[config.mk]
export PLATFORM = sky130hd
export DESIGN_NAME = vram_arbiter_flat
export DESIGN_NICKNAME = d
export VERILOG_FILES = /design/src/rtl/vram_arb_pkg.sv /design/src/rtl/vram_arbiter_if.sv /design/src/rtl/vram_arbiter_rr_pick.sv /design/src/rtl/vram_arbiter.sv /design/src/flat_wrapper.sv
export SDC_FILE = /design/constraint.sdc
export NUM_CORES = 1
export LEC_CHECK = 0
export BUFFER_PORTS_ARGS = -buffer_cell sky130_fd_sc_hd__buf_2
export CAP_MARGIN = 0
export CORE_ASPECT_RATIO = 0.6
export CORE_MARGIN = 3
export CORE_UTILIZATION = 44
export CTS_CLUSTER_DIAMETER = 200
export DETAILED_ROUTE_END_ITERATION = 8
export HOLD_SLACK_MARGIN = 0.12
export PLACE_DENSITY = 0.93
export RECOVER_POWER = 50
export SLEW_MARGIN = 20
export SYNTH_ARGS = -nofsm -noshare
export SYNTH_HDL_FRONTEND = slang
export SYNTH_SLANG_ARGS = --single-unit
[constraint.sdc]
create_clock -name clk -period 3.02 [get_ports clk]
set_clock_uncertainty 0.05 [all_clocks]
set_input_delay 0.302 -clock clk [delete_from_list [all_inputs] [get_ports clk]]
set_output_delay 0.302 -clock clk [all_outputs]
set_load 0.01 [all_outputs]
[src/rtl/vram_arb_pkg.sv]
// vram_arbiter shared types, default widths and helpers.
// Optional feature macro: VRAM_ARB_RR_EN (round-robin among 1..NREQ-1).
package vram_arb_pkg;

   localparam int NREQ_DEF         = 3;
   localparam int ADDR_WIDTH_DEF   = 15;
   localparam int DATA_WIDTH_DEF   = 13;
   localparam int STARVE_LIMIT_DEF = 64;
   localparam int NREQ_MAX         = 8;

   typedef logic [$clog2(NREQ_DEF)-1:0] arb_idx_t;

   function automatic logic [NREQ_MAX-1:0] onehot(
      input logic [2:0] idx
   );
      logic [NREQ_MAX-1:0] one;
      one = NREQ_MAX'(1);
      return one << idx;
   endfunction

endpackage

[src/rtl/vram_arbiter_if.sv]
// Requester/vram bundle for vram_arbiter.
// master = requesters + vram side, slave = arbiter.
interface vram_arbiter_if #(
   parameter int NREQ       = vram_arb_pkg::NREQ_DEF,
   parameter int ADDR_WIDTH = vram_arb_pkg::ADDR_WIDTH_DEF,
   parameter int DATA_WIDTH = vram_arb_pkg::DATA_WIDTH_DEF
) ();

   logic [NREQ-1:0]            req_valid;
   logic [NREQ*ADDR_WIDTH-1:0] req_addr;
   logic [NREQ-1:0]            req_ready;
   logic [NREQ-1:0]            rsp_valid;
   logic [DATA_WIDTH-1:0]      rsp_data;
   logic                       vram_en;
   logic [ADDR_WIDTH-1:0]      vram_addr;
   logic [DATA_WIDTH-1:0]      vram_data;
   logic [NREQ-1:0]            starved;

   modport master (
      output req_valid,
      output req_addr,
      output vram_data,
      input  req_ready,
      input  rsp_valid,
      input  rsp_data,
      input  vram_en,
      input  vram_addr,
      input  starved
   );

   modport slave (
      input  req_valid,
      input  req_addr,
      input  vram_data,
      output req_ready,
      output rsp_valid,
      output rsp_data,
      output vram_en,
      output vram_addr,
      output starved
   );

endinterface

[src/rtl/vram_arbiter_rr_pick.sv]
// Rotate-priority encoder over indices 1..NREQ-1,
// searching upward from ptr and wrapping back to 1.
module rr_pick #(
   parameter int NREQ = 3
) (
   input  logic [NREQ-1:0]         mask,
   input  logic [$clog2(NREQ)-1:0] ptr,
   output logic [$clog2(NREQ)-1:0] idx,
   output logic                    found
);

   localparam int IW = $clog2(NREQ);

   always_comb begin
      int c;
      c     = 0;
      idx   = '0;
      found = 1'b0;
      for (int k = 0; k < NREQ - 1; k++) begin
         c = int'(ptr) + k;
         if (c >= NREQ) c = c - (NREQ - 1);
         if (!found && mask[c]) begin
            found = 1'b1;
            idx   = IW'(c);
         end
      end
   end

endmodule

[src/rtl/vram_arbiter.sv]
// Single-port vram read arbiter with fixed 1-cycle tagged response.
// Macro VRAM_ARB_RR_EN: round-robin among 1..NREQ-1 (else fixed priority).
module vram_arbiter
   import vram_arb_pkg::*;
#(
   parameter int NREQ         = NREQ_DEF,
   parameter int ADDR_WIDTH   = ADDR_WIDTH_DEF,
   parameter int DATA_WIDTH   = DATA_WIDTH_DEF,
   parameter int STARVE_LIMIT = STARVE_LIMIT_DEF
) (
   input logic          clk,
   input logic          rst,
   vram_arbiter_if.slave bus
);

   localparam int IW = $clog2(NREQ);
   localparam int CW = $clog2(STARVE_LIMIT + 1);

   typedef logic [IW-1:0] idx_t;

   idx_t pick_idx;
   logic pick_found;
   idx_t gnt_idx;
   logic gnt_any;
   logic tag_valid;
   idx_t tag_idx;

`ifdef VRAM_ARB_RR_EN
   idx_t rr_ptr;

   rr_pick #(.NREQ(NREQ)) u_pick (
      .mask  (bus.req_valid),
      .ptr   (rr_ptr),
      .idx   (pick_idx),
      .found (pick_found)
   );

   always_ff @(posedge clk) begin
      if (rst) begin
         rr_ptr <= IW'(1);
      end else if (gnt_any && gnt_idx != '0) begin
         if (int'(gnt_idx) == NREQ - 1)
            rr_ptr <= IW'(1);
         else
            rr_ptr <= gnt_idx + IW'(1);
      end
   end
`else
   // Highest index first so the lowest valid index wins last.
   always_comb begin
      pick_idx   = '0;
      pick_found = 1'b0;
      for (int i = NREQ - 1; i >= 1; i--) begin
         if (bus.req_valid[i]) begin
            pick_found = 1'b1;
            pick_idx   = IW'(i);
         end
      end
   end
`endif

   always_comb begin
      gnt_any = 1'b0;
      gnt_idx = '0;
      if (!rst) begin
         if (bus.req_valid[0]) begin
            gnt_any = 1'b1;
         end else if (pick_found) begin
            gnt_any = 1'b1;
            gnt_idx = pick_idx;
         end
      end
   end

   assign bus.req_ready = gnt_any
      ? NREQ'(onehot(3'(gnt_idx))) : '0;
   assign bus.vram_en   = gnt_any;
   assign bus.vram_addr = gnt_any
      ? bus.req_addr[int'(gnt_idx)*ADDR_WIDTH +: ADDR_WIDTH]
      : '0;

   always_ff @(posedge clk) begin
      if (rst) begin
         tag_valid <= 1'b0;
         tag_idx   <= '0;
      end else begin
         tag_valid <= gnt_any;
         tag_idx   <= gnt_idx;
      end
   end

   assign bus.rsp_valid = (tag_valid && !rst)
      ? NREQ'(onehot(3'(tag_idx))) : '0;
   assign bus.rsp_data  = bus.vram_data;

   assign bus.starved[0] = 1'b0;

   for (genvar i = 1; i < NREQ; i++) begin : g_starve
      logic [CW-1:0] cnt;
      logic          flag;

      always_ff @(posedge clk) begin
         if (rst) begin
            cnt  <= '0;
            flag <= 1'b0;
         end else if (!bus.req_valid[i] || bus.req_ready[i]) begin
            cnt <= '0;
         end else if (cnt != CW'(STARVE_LIMIT)) begin
            cnt <= cnt + CW'(1);
            if (cnt == CW'(STARVE_LIMIT - 1)) flag <= 1'b1;
         end
      end

      assign bus.starved[i] = flag;
   end

endmodule

[src/flat_wrapper.sv]
// flat-port wrapper written by rule: the top's interface ports become plain ports
module vram_arbiter_flat import vram_arb_pkg::*;
#(
   parameter int NREQ         = NREQ_DEF,
   parameter int ADDR_WIDTH   = ADDR_WIDTH_DEF,
   parameter int DATA_WIDTH   = DATA_WIDTH_DEF,
   parameter int STARVE_LIMIT = STARVE_LIMIT_DEF
)
  (clk, rst, bus_req_valid, bus_req_addr, bus_vram_data, bus_req_ready, bus_rsp_valid, bus_rsp_data, bus_vram_en, bus_vram_addr, bus_starved);
  vram_arbiter_if #(.NREQ(NREQ), .ADDR_WIDTH(ADDR_WIDTH), .DATA_WIDTH(DATA_WIDTH)) bus_i ();
  input logic clk;
  input logic rst;
  input wire logic [$bits(bus_i.req_valid)-1:0] bus_req_valid;
  input wire logic [$bits(bus_i.req_addr)-1:0] bus_req_addr;
  input wire logic [$bits(bus_i.vram_data)-1:0] bus_vram_data;
  output wire logic [$bits(bus_i.req_ready)-1:0] bus_req_ready;
  output wire logic [$bits(bus_i.rsp_valid)-1:0] bus_rsp_valid;
  output wire logic [$bits(bus_i.rsp_data)-1:0] bus_rsp_data;
  output wire logic [$bits(bus_i.vram_en)-1:0] bus_vram_en;
  output wire logic [$bits(bus_i.vram_addr)-1:0] bus_vram_addr;
  output wire logic [$bits(bus_i.starved)-1:0] bus_starved;
  assign bus_i.req_valid = bus_req_valid;
  assign bus_i.req_addr = bus_req_addr;
  assign bus_i.vram_data = bus_vram_data;
  assign bus_req_ready = bus_i.req_ready;
  assign bus_rsp_valid = bus_i.rsp_valid;
  assign bus_rsp_data = bus_i.rsp_data;
  assign bus_vram_en = bus_i.vram_en;
  assign bus_vram_addr = bus_i.vram_addr;
  assign bus_starved = bus_i.starved;
  vram_arbiter #(.NREQ(NREQ), .ADDR_WIDTH(ADDR_WIDTH), .DATA_WIDTH(DATA_WIDTH), .STARVE_LIMIT(STARVE_LIMIT)) u_core (.clk(clk), .rst(rst), .bus(bus_i));
endmodule
* Word-level counts from Yosys, hierarchy flattened
Cells that the tools add are included.
W data, S select, Z words.
** Storage, ports and cells
- Bits in read-only memories :: 0
- Memory bits (writable) :: 0
- Register bits after elaboration :: 19
- Memories :: 0
- Latch bits :: 0
- Word-level logic and storage cells :: 41
- Input port bits :: 63
** Cells by class
- Reductions and logical operators :: 10
- $add $sub $neg :: 2
- $lt $le $gt $ge :: 0
- $mul :: 1
- Muxes and demuxes :: 13
- Div/mod/pow operators :: 0
- Shift-type cells :: 3
- Bitwise gates (word level) :: 2
- Eq/ne operators :: 4
** Operator list (number)
- $shiftx A45 B32 Y15 :: 1
- $mux W15 :: 1
- $add A7 B1 Y7 const B :: 2
- $eq A7 B6 Y1 const B :: 2
- $ne A7 B7 Y1 const B :: 2
- $mux W2 :: 5
- $mul A2 B4 Y6 const B :: 1
- $mux W3 :: 2
- $reduce_and A3 Y1 :: 2
- $shl A1 B2 Y3 const A :: 2
- $mux W1 :: 5
- $reduce_or A2 Y1 :: 2
- $logic_not A1 Y1 :: 3
- $logic_or A1 B1 Y1 :: 2
- $not A1 Y1 :: 2
- $logic_and A1 B1 Y1 :: 1

* Logic depth before layout (Yosys ltp)
- Depth after elaboration :: 10
- Mapped depth :: 6
- Depth with buffers taken out :: 5

* Worst setup path before layout
Ideal clock, no wire load.
- Path kind :: input -> output
- Start point :: in bus_req_valid[1]
- End point :: out bus_vram_addr[10]
- Arrival time :: 1.453 ns
- Path buffers :: 2
- Setup slack :: 1.215 ns
- Data required time :: 2.668 ns
- Stages on the path :: 4
- Cells stage by stage :: or4b_1 clkbuf_2 buf_6 a311oi_1
** On the way
- Word-level cells in the longest chain between the ends :: 7
- Elaborated cells on any way between the ends :: 11
** Ends and longest elaborated chain
- from (decl) :: line flat_wrapper.sv:13 : input wire logic [$bits(bus_i.req_valid)-1:0] bus_req_valid;
- $mux W2 / $mux W1 (equally long branches) :: line vram_arbiter.sv:54 : if (bus.req_valid[i]) begin
- $mux W2 :: line vram_arbiter.sv:68 : end else if (pick_found) begin
- $mux W2 :: line vram_arbiter.sv:66 : if (bus.req_valid[0]) begin
- $mux W2 :: line vram_arbiter.sv:65 : if (!rst) begin
- $mul A2 B4 Y6 :: line vram_arbiter.sv:79 : ? bus.req_addr[int'(gnt_idx)*ADDR_WIDTH +: ADDR_WIDTH]
- $shiftx A45 B32 Y15 :: line vram_arbiter.sv:79
- $mux W15 (*) :: line vram_arbiter.sv:79
- to (decl) :: line flat_wrapper.sv:20 : output wire logic [$bits(bus_i.vram_addr)-1:0] bus_vram_addr;
Mark *: on every way between the ends. The rest lies on a longest branch, timed or not.

* Worst setup path after layout
- Start point :: in rst
- End point :: out bus_vram_addr[2]
** On the way
- Word-level cells in the longest chain between the ends :: 4
- Elaborated cells on any way between the ends :: 5
** Ends and longest elaborated chain
- from (decl) :: line flat_wrapper.sv:12 : input logic rst;
- $mux W2 :: line vram_arbiter.sv:65
- $mul A2 B4 Y6 :: line vram_arbiter.sv:79
- $shiftx A45 B32 Y15 :: line vram_arbiter.sv:79
- $mux W15 (*) :: line vram_arbiter.sv:79
Marks and branches as above.

==> impl_metrics.py <==
metrics = {
    "outcome": {
        "status": "complete, no violations",
    },
    "floorplanning": {
        "fp-row-count": 15,
        "io_pins": 101,
        "fp.dieH_um": 50.1,
        "die_area_mm2": 0.00399,
        "start_util_pct": 47.9,
        "core_area_mm2": 0.00298,
        "die_w_um": 79.6,
    },
    "global_route": {
        "grt.overflow.total": 0,
        "grt_usage_pct": 18.2,
        "grt_pass1_vias": 1366,
        "grt_first_pass_wirelength_um": 5880,
        "antenna_found_initial": 0,
        "grt_max_degree": 33,
    },
    "critical_path": {
        "max_stage_delay_ps": 910,
        "regToRegStartpoint": "u_core.g_starve[1].cnt[1]",
        "worstReg2RegEnd": "u_core.g_starve[1].flag",
        "setup.worst_path.start_class": "primary input",
        "worstPathArrival_ps": 2230,
        "path_cells": "clkbuf_1, or4b_1, nor2_1, a311oi_1, buf_2",
        "crit_start": "rst",
        "worst-r2r-setup-slack_ps": 1520,
        "slowest_stage": "or4b_1",
        "end_kind": "output port",
        "crit_fanout": 32,
        "path_class": "in2out",
        "cp-endpoint": "bus_vram_addr[2]",
        "ff2ff_path_depth": 4,
        "required_ps": 2670,
    },
    "cells_and_area": {
        "nets": 305,
        "utilization_pct": 56.1,
        "fill_cells": 290,
        "syn2layout_area_growth_pct": 17.2,
        "drive_above_1_share_pct": 33.3,
        "antenna_cells": 0,
    },
    "timing": {
        "holdWs_ps": 394,
        "drv_slew": 0,
        "max_slew_margin_pct": 27.6,
        "worstMarginPinSlew_ps": 1090,
        "finalHoldViolCount": 0,
        "max_freq_mhz": 387,
        "final.period_utilization_pct": 85.5,
        "grt_setup_unrepaired": "false",
        "tns_ps": 0,
        "fin_crit_ps": 2580,
        "finalSetupViolCount": 0,
    },
    "clocking": {
        "cts_buffers": 3,
        "ctsLongestPathBuffers": 2,
        "cts_sinks": 19,
        "root_buffer": "clkbuf_8",
        "cts_hold_buffers": 0,
        "htree_levels": 1,
        "clk_pin_slew_worst_paths_ps": 70,
        "postCtsSetupBuffers": 0,
        "tritoncts": "yes",
        "worstSkewPairLatency_ps": 260,
        "post_cts_resized": 0,
    },
    "drt": {
        "drt_iter0_drc": 66,
        "dr_total_vias": 1461,
        "ant_nets": 0,
        "wl_per_cell_um": 13.2,
        "routed_wl_um": 3680,
        "drc_errors": 0,
        "dr.pass1.iters": 4,
        "viasPerCell": 5.24,
    },
    "synth": {
        "ys_seq_area_share_pct": 26.6,
        "syn_avg_cell_area_um2": 7.56,
        "synth_most_common_cell": "nand2_1",
        "synthArstFlopShare_pct": 0,
        "synth_cell_types": 39,
        "synth_top_area_cell": "dfxtp_1",
        "synthTopCellsByArea": "dfxtp_1 27%, nand2_1 10%, buf_4 8.4%",
        "synth_commonest_cells": "38 x nand2_1, 19 x dfxtp_1, 16 x buf_4",
        "yosysWarnings": 0,
        "netlist_instances": 189,
        "synth_ff_type": "dfxtp_1",
        "syn_nets": 256,
        "synth_top_cell_area_share_pct": 26.6,
        "synth_edf_count": 0,
        "synth_seq_cells": 19,
        "syn_area_mm2": 0.00143,
    },
    "power_and_ir_drop": {
        "p_leak_nw": 0.798,
        "power_density_mw_per_mm2": 332,
        "finalPower_mw": 0.555,
        "ir_drop_mv": 0.230,
    },
    "job": {
        "timing.max_cap.violations": 0,
    },
    "placed_design": {
        "dp_hpwl_um": 2920,
        "routabilityCongestion": 0.857,
        "numPortBuffers": 73,
    },
    "hold_path": {
        "hp-start": "bus_req_valid[1]",
        "min_path_type": "in2reg",
    },
}
==> worst min-delay path by stage <==
stage,end,slack [ps],cells past startpoint
2_1_floorplan,u_core.g_starve[1].flag,390,2
3_3_place_gp,u_core.g_starve[2].flag,420,2
3_5_place_dp,u_core.g_starve[2].flag,420,2
4_1_cts,u_core.g_starve[2].flag,330,2
5_1_grt,u_core.g_starve[1].cnt[5],400,3
6_report,u_core.g_starve[1].cnt[5],390,3
==> through the flow <==
step | area (um^2) | setup slack [ps] | std cells
after global placement | 1630 | 753 | 275
after detailed placement | 1630 | 606 | 275
after CTS | 1680 | 598 | 279
final | 1670 | 437 | 279
after floorplan | 1430 | 1220 | 189
after global routing | 1670 | 280 | 279
==> layer usage <==
metal / track usage [%] / wire (um) / vias to the layer above
met1: 21.8 / 1550 / 670
met3: 6.99 / 337 / 2
met2: 31.4 / 1780 / 60
met4: 3.14 / 16 / 0
met5: 0 / 0 / -
li1: - / - / 729
==> power by group <==
part           switching (mW)  internal, mW  leakage (nW)  total (mW)
Clock                  0.0911        0.0919        0.0255       0.183
Combinational          0.0616        0.0534         0.618       0.115
Sequential            0.00302         0.254         0.154       0.257
Total                   0.156         0.399         0.798       0.555
==> flip-flops by register name, indices dropped and copies added, names as in the netlist <==
register and cells:
u_core.g_starve.flag 2, u_core.tag_idx 2, u_core.g_starve.cnt 14, u_core.tag_valid 1
==> final cells by class <==
class | instances | area, um^2 | area share, %
Clock buffer | 3 | 41.3 | 2.47
Timing Repair Buffer | 73 | 360 | 21.5
Sequential cell | 19 | 380 | 22.7
Inverter | 12 | 50.0 | 2.99
Clock inverter | 1 | 5.00 | 0.299
Multi-Input combinational cell | 129 | 785 | 46.9
Tap cell | 42 | 52.6 | 3.14
==> kinds of logic (layout without fill, tap and decap cells) <==
group	after synthesis	after routing	share of synthesized area [%]
AND/OR/NAND/NOR	90	90	30.3
buffers and inverters	41	89	18.5
AO/OA/AOI/OAI	24	24	14.4
flip-flops	19	19	26.6
XOR/XNOR	6	6	3.68
adder cells (fa/ha/maj)	4	4	3.50
multiplexers	4	4	2.80
other	1	1	0.262
==> critical path, delay by kind of cell <==
family                 cells  cell delay [ps]
buffers and inverters      2              540
AO/OA/AOI/OAI              1              340
AND/OR/NAND/NOR            2             1030
==> placed cells by master, fill, tap and decap left out <==
cell | netlist | routed
and3_1 | 2 | 2
and3b_1 | 1 | 1
o21ai_0 | 4 | 4
nand2_1 | 38 | 38
or4_1 | 1 | 1
a21oi_1 | 2 | 2
buf_2 | 4 | 69
or4b_1 | 1 | 1
inv_1 | 11 | 11
nand4_1 | 1 | 1
nor4_1 | 2 | 2
nor3_1 | 6 | 6
nor2b_1 | 2 | 2
nor4b_1 | 1 | 1
clkinv_2 | 0 | 1
or3_1 | 2 | 2
ha_1 | 4 | 4
o21bai_2 | 1 | 1
or2_2 | 1 | 1
nor4bb_1 | 2 | 2
nand3_1 | 10 | 10
o211ai_1 | 1 | 1
xor2_1 | 4 | 4
xnor2_1 | 2 | 2
or3b_1 | 1 | 1
clkbuf_8 | 0 | 3
conb_1 | 1 | 1
nand3b_1 | 2 | 2
nor2_1 | 15 | 15
clkbuf_1 | 4 | 4
dfxtp_1 | 19 | 19
o22ai_1 | 1 | 1
and2_0 | 0 | 2
clkinv_4 | 1 | 1
a311oi_1 | 12 | 12
mux2i_1 | 4 | 4
a311oi_2 | 3 | 3
Note: power is estimated with default switching activity, not from simulation.
